===== src/rtl/hazard_scoreboard.sv =====
// hazard_scoreboard
//   Hazard and forwarding controller for a 5-stage MIPS pipeline. A shadow
//   copy of the E, M and W stages is kept here. It holds the destination
//   register, the remaining time until the result exists (tnew) and the
//   source registers that later forward muxes need. The shadow is fed only
//   from decoded D-stage fields. A multi-cycle mult/div unit (MDU) is also
//   tracked, so that HI/LO users are held in D while the unit is busy.
//
//   Ports
//     clk, reset                     rising-edge clock, synchronous active-low reset
//     rs_D, rt_D                     source registers of the D instruction
//     tuse_rs_D, tuse_rt_D           cycles until each source is consumed (0 = in D)
//     a3_D, tnew_D                   destination register (0 = none), cycles after E until result
//     md_start_D, md_is_div_D        D instruction launches the MDU (div when md_is_div_D)
//     md_use_D                       D instruction touches HI/LO or starts the MDU
//     ForwardRSD/RTD                 000 GRF, 001 E, 010 M, 011 W (W only when GRF_BYPASS=0)
//     ForwardRSE/RTE                 000 pipe reg, 001 M, 010 W
//     ForwardRTM                     000 pipe reg, 001 W
//     stall                          freeze PC and F/D, bubble into E
//     md_busy                        MDU busy
module hazard_scoreboard #(
  parameter int REG_W       = 5,
  parameter int T_W         = 3,
  parameter int MULT_CYCLES = 5,
  parameter int DIV_CYCLES  = 10,
  parameter int GRF_BYPASS  = 1
) (
  input  logic             clk,
  input  logic             reset,
  input  logic [REG_W-1:0] rs_D,
  input  logic [REG_W-1:0] rt_D,
  input  logic [T_W-1:0]   tuse_rs_D,
  input  logic [T_W-1:0]   tuse_rt_D,
  input  logic [REG_W-1:0] a3_D,
  input  logic [T_W-1:0]   tnew_D,
  input  logic             md_start_D,
  input  logic             md_is_div_D,
  input  logic             md_use_D,
  output logic [2:0]       ForwardRSD,
  output logic [2:0]       ForwardRTD,
  output logic [2:0]       ForwardRSE,
  output logic [2:0]       ForwardRTE,
  output logic [2:0]       ForwardRTM,
  output logic             stall,
  output logic             md_busy
);

  // The counter is sized for the longer of the two operations, so a
  // MULT_CYCLES larger than DIV_CYCLES still loads without truncation.
  localparam int MAX_CYCLES = (DIV_CYCLES > MULT_CYCLES) ? DIV_CYCLES : MULT_CYCLES;
  localparam int CNT_W      = $clog2(MAX_CYCLES + 1);
  localparam logic [CNT_W-1:0] DIV_LOAD  = CNT_W'(DIV_CYCLES);
  localparam logic [CNT_W-1:0] MULT_LOAD = CNT_W'(MULT_CYCLES);
  localparam logic             W_TO_D    = (GRF_BYPASS == 0);

  // E stage: full record. M keeps rt for the store-data forward into M.
  // W only needs what forwarding/stalling compare against.
  logic [REG_W-1:0] e_a3_q, e_a3_d, e_rs_q, e_rs_d, e_rt_q, e_rt_d;
  logic [T_W-1:0]   e_tnew_q, e_tnew_d;
  logic             e_md_q, e_md_d, e_div_q, e_div_d;
  logic [REG_W-1:0] m_a3_q, m_a3_d, m_rt_q, m_rt_d;
  logic [T_W-1:0]   m_tnew_q, m_tnew_d;
  logic [REG_W-1:0] w_a3_q, w_a3_d;
  logic [T_W-1:0]   w_tnew_q, w_tnew_d;
  logic [CNT_W-1:0] md_cnt_q, md_cnt_d;

  logic stall_data;
  logic stall_md;

  function automatic logic [T_W-1:0] sat_dec(input logic [T_W-1:0] x);
    return (x == '0) ? '0 : x - 1'b1;
  endfunction

  // Register 0 is hard-wired, so it never produces a match.
  function automatic logic match(input logic [REG_W-1:0] a3, input logic [REG_W-1:0] r);
    return (a3 != '0) && (a3 == r);
  endfunction

  always_comb begin
    stall_data = (match(e_a3_q, rs_D) && (e_tnew_q > tuse_rs_D)) ||
                 (match(e_a3_q, rt_D) && (e_tnew_q > tuse_rt_D)) ||
                 (match(m_a3_q, rs_D) && (m_tnew_q > tuse_rs_D)) ||
                 (match(m_a3_q, rt_D) && (m_tnew_q > tuse_rt_D)) ||
                 (match(w_a3_q, rs_D) && (w_tnew_q > tuse_rs_D)) ||
                 (match(w_a3_q, rt_D) && (w_tnew_q > tuse_rt_D));
    md_busy  = e_md_q || (md_cnt_q != '0);
    stall_md = md_use_D && md_busy;
    stall    = stall_data || stall_md;
  end

  // Forward selects: a source only forwards once its result exists
  // (tnew == 0); the nearest stage wins.
  always_comb begin
    ForwardRSD = 3'b000;
    if (match(e_a3_q, rs_D) && (e_tnew_q == '0))                 ForwardRSD = 3'b001;
    else if (match(m_a3_q, rs_D) && (m_tnew_q == '0))            ForwardRSD = 3'b010;
    else if (W_TO_D && match(w_a3_q, rs_D) && (w_tnew_q == '0))  ForwardRSD = 3'b011;

    ForwardRTD = 3'b000;
    if (match(e_a3_q, rt_D) && (e_tnew_q == '0))                 ForwardRTD = 3'b001;
    else if (match(m_a3_q, rt_D) && (m_tnew_q == '0))            ForwardRTD = 3'b010;
    else if (W_TO_D && match(w_a3_q, rt_D) && (w_tnew_q == '0))  ForwardRTD = 3'b011;

    ForwardRSE = 3'b000;
    if (match(m_a3_q, e_rs_q) && (m_tnew_q == '0))               ForwardRSE = 3'b001;
    else if (match(w_a3_q, e_rs_q) && (w_tnew_q == '0))          ForwardRSE = 3'b010;

    ForwardRTE = 3'b000;
    if (match(m_a3_q, e_rt_q) && (m_tnew_q == '0))               ForwardRTE = 3'b001;
    else if (match(w_a3_q, e_rt_q) && (w_tnew_q == '0))          ForwardRTE = 3'b010;

    ForwardRTM = 3'b000;
    if (match(w_a3_q, m_rt_q) && (w_tnew_q == '0))               ForwardRTM = 3'b001;
  end

  // Shadow pipeline advance. A stalled D instruction is replaced by an
  // all-zero bubble; that also clears the MDU start bit, so a held
  // md_start_D cannot launch the unit a second time.
  always_comb begin
    e_a3_d   = stall ? '0   : a3_D;
    e_tnew_d = stall ? '0   : tnew_D;
    e_rs_d   = stall ? '0   : rs_D;
    e_rt_d   = stall ? '0   : rt_D;
    e_md_d   = stall ? 1'b0 : md_start_D;
    e_div_d  = stall ? 1'b0 : md_is_div_D;

    m_a3_d   = e_a3_q;
    m_tnew_d = sat_dec(e_tnew_q);
    m_rt_d   = e_rt_q;

    w_a3_d   = m_a3_q;
    w_tnew_d = sat_dec(m_tnew_q);

    // The MDU operation is considered launched as it leaves E.
    md_cnt_d = md_cnt_q;
    if (e_md_q)                md_cnt_d = e_div_q ? DIV_LOAD : MULT_LOAD;
    else if (md_cnt_q != '0)   md_cnt_d = md_cnt_q - 1'b1;
  end

  always_ff @(posedge clk) begin
    if (!reset) begin
      e_a3_q   <= '0;
      e_tnew_q <= '0;
      e_rs_q   <= '0;
      e_rt_q   <= '0;
      e_md_q   <= 1'b0;
      e_div_q  <= 1'b0;
      m_a3_q   <= '0;
      m_tnew_q <= '0;
      m_rt_q   <= '0;
      w_a3_q   <= '0;
      w_tnew_q <= '0;
      md_cnt_q <= '0;
    end else begin
      e_a3_q   <= e_a3_d;
      e_tnew_q <= e_tnew_d;
      e_rs_q   <= e_rs_d;
      e_rt_q   <= e_rt_d;
      e_md_q   <= e_md_d;
      e_div_q  <= e_div_d;
      m_a3_q   <= m_a3_d;
      m_tnew_q <= m_tnew_d;
      m_rt_q   <= m_rt_d;
      w_a3_q   <= w_a3_d;
      w_tnew_q <= w_tnew_d;
      md_cnt_q <= md_cnt_d;
    end
  end

endmodule


===== config.mk =====
export PLATFORM = sky130hd
export DESIGN_NAME = hazard_scoreboard
export DESIGN_NICKNAME = d
export VERILOG_FILES = /design/src/rtl/hazard_scoreboard.sv
export SDC_FILE = /design/constraint.sdc
export NUM_CORES = 1
export LEC_CHECK = 0
export CORE_ASPECT_RATIO = 0.5
export CORE_UTILIZATION = 58
export CTS_CLUSTER_DIAMETER = 120
export CTS_CLUSTER_SIZE = 14
export DETAILED_ROUTE_END_ITERATION = 7
export GPL_ROUTABILITY_DRIVEN = 0
export PLACE_DENSITY = 0.91
export SYNTH_ARGS = -nofsm -noshare
export SYNTH_HDL_FRONTEND = slang
export SYNTH_SLANG_ARGS = --single-unit

===== constraint.sdc =====
create_clock -name clk -period 5.1 [get_ports clk]
set_clock_uncertainty 0.05 [all_clocks]
set_input_delay 0.51 -clock clk [delete_from_list [all_inputs] [get_ports clk]]
set_output_delay 0.51 -clock clk [all_outputs]
set_load 0.02 [all_outputs]

==> results_dict.tcl <==
set metrics [dict create \
    dp_hpwl_um 5300 \
    path_cells "clkdlybuf4s50_1, inv_1, ha_1, nor2b_1, o21ai_0, a21oi_1, a32o_1, or4_1, clkdlybuf4s50_1" \
    dr.pass1.iters 5 \
    peakVddDrop_uv 272 \
    cts_hold_buf 0 \
    crit_path_frequent_cell "clkdlybuf4s50_1" \
    dieArea_um2 5180 \
    final_hold_viol_count 0 \
    synthArstFlopShare_pct 0 \
    area_growth_pct 16.7 \
    worstHoldStart "m_tnew_q[0]" \
    synth_cell_type_count 38 \
    fp.dieW_um 101 \
    max_freq_ghz 0.255 \
    p_per_area_nw_per_um2 341 \
    ioPinCount 46 \
    final_cell_mix "dfxtp_1, clkdlybuf4s50_1, xor2_1" \
    power.leakage_nw 1.35 \
    antenna_cells 0 \
    worstPathRequired_ps 4540 \
    cts.reportedPaths.clkPinSlew_ps 80 \
    drv_cap 0 \
    h-tree-depth 2 \
    grt_pass1_wl_um 11800 \
    cts_sinks 45 \
    clkPwrFrac_pct 20.7 \
    post_cts_buffers 0 \
    setup_tns_ps 0 \
    synth_ff_type "dfxtp_1" \
    slowest_stage "or4_1" \
    setup_viol_count_final 0 \
    ys_warn_count 0 \
    sw_frac_of_total_pct 37.8 \
    antenna_found_initial 0 \
    gr-usage-all-layers_pct 30.2 \
    cts_buffers 5 \
    setup.worst_path.start "tuse_rt_D[1]" \
    worstPathArrival_ps 3360 \
    reg2reg_depth 5 \
    synth-seq-cells 45 \
    r2r_setup_slack_ps 2530 \
    fin_crit_sh_pct 77.0 \
    finalPower_w 0.00113 \
    switchingPower_w 0.000426 \
    via_per_inst 6.10 \
    critPathKind "in -> out" \
    routed_wl_um 7290 \
    worstHoldPathCells 1 \
    final_common_cell "dfxtp_1" \
    wl_per_cell_um 17.8 \
    num_vias 2502 \
    timing.final.crit_period_ps 3920 \
    cp-start-kind "input pin" \
    maxSlewViolCount 0 \
    drt_iter0_markers 165 \
    slowest_delay_ps 580 \
    cp_max_fo 21 \
    port_buffers 39 \
    die-height_um 51.4 \
    cts_tree "yes" \
    ys_seq_area_share_pct 31.8 \
    grt_pass1_vias 2442 \
    ant_nets 0 \
    hold_class "reg -> reg" \
    clk_path_buf_depth 2 \
    p_int_w 0.000701 \
    synth.cell_area_um2 2830 \
    drc 0 \
    comb_power_share_pct 38.1 \
    worstSkewPairLatency_ps 310 \
    syn_avg_cell_area_um2 8.87 \
    nets 396 \
    fp.coreArea_um2 4530 \
    drive_above_1_share_pct 4.65 \
    relSlewSlack_pct 48.8 \
    synth_cells 319 \
    tightest_slew_ps 768 \
    fp-row-count 17 \
    cts_resized 0 \
    synth_edf_count 0 \
    setup.worst_path.end_class "primary output" \
    outcome "finished clean" \
    p_seq_share_pct 41.2 \
    r2r_end "e_tnew_q[2]" \
    r2r_start "md_cnt_q[0]" \
    grt.overflow.total 0 \
    rsz0062_at_grt "no" \
    start_util_pct 62.5 \
    grt_max_degree 44 \
    cts-root-buf "clkbuf_8" \
    hold_end "w_tnew_q[0]" \
]
==> critical path: cells and delay by family <==
family | cells | cell delay, ps
AOI/OAI and AO/OA | 3 | 750
adders and majority gates | 1 | 320
buffers and inverters | 3 | 1070
and+or+nand+nor | 2 | 710
==> power by group through the flow <==
stage                     clock network (W)  logic, W  registers, W
after floorplan                           0  0.000308      0.000445
after global placement                    0  0.000391      0.000466
after detailed placement                  0  0.000420      0.000469
after CTS                          0.000235  0.000423      0.000462
after global routing               0.000250  0.000470      0.000470
final                              0.000233  0.000430      0.000464
==> logic make-up after synthesis <==
group           share of synthesized area (%)
simple gates                             18.6
xor+xnor                                 17.6
compound gates                           13.3
buf+inv                                  7.60
flops                                    31.8
fa+ha+maj                                10.6
other cells                             0.132
mux                                     0.354
==> final cells by class <==
cell class	count	area [um^2]
Multi-Input combinational cell	231	1740
Inverter	16	60.1
Tap cell	66	82.6
Sequential cell	45	901
Fill cell	303	1230
Timing Repair Buffer	44	428
Clock inverter	3	25.0
Clock buffer	5	68.8
==> worst max-delay path by stage <==
stage	endpoint	slack (ps)
2_1_floorplan	stall	2330
3_3_place_gp	stall	1240
3_5_place_dp	stall	1210
4_1_cts	stall	1190
5_1_grt	stall	1070
6_report	stall	1180
==> Yosys cell counts, drive strengths merged (3+ instances only) <==
cell / count / area, um^2
or4: 4 / 33.8
and2: 15 / 93.8
nor2b: 8 / 50.1
nor2: 10 / 37.5
dfxtp: 45 / 901
inv: 16 / 60.1
xnor2: 26 / 228
xor2: 31 / 272
buf: 12 / 80.1
o211ai: 23 / 173
o21a: 5 / 37.5
nor3: 10 / 50.1
a21oi: 3 / 15.0
ha: 24 / 300
clkbuf: 20 / 75.1
nand3: 12 / 60.1
nor4: 25 / 156
o21ai: 9 / 45.0
==> through the flow <==
stage               cell area (um^2)  hold WS [ps]  utilization (%)  instances  setup slack [ps]
CTS                             3300           397             72.9        410              1190
floorplan                       2850           342                -        324              2330
finish                          3300           406             72.9        410              1180
global placement                3210           361             70.8        402              1240
detailed placement              3210           393             70.8        402              1210
global route                    3300           428             72.9        410              1070
==> routing by layer <==
metal | vias to the layer above | GRT usage [%] | wire, um
met5 | - | 0 | 0
met4 | 0 | 11.6 | 172
met3 | 30 | 7.93 | 653
met2 | 142 | 51.5 | 3340
met1 | 1167 | 37.0 | 3130
li1 | 1163 | - | -
==> state kept, by name, summed over array words and instances, names as in the netlist, 4 cells and up <==
signal,count
e_rs_q,5
e_rt_q,5
e_a3_q,5
md_cnt_q,4
m_rt_q,5
m_a3_q,5
w_a3_q,5
No activity file was read; power rests on OpenSTA's default activity.
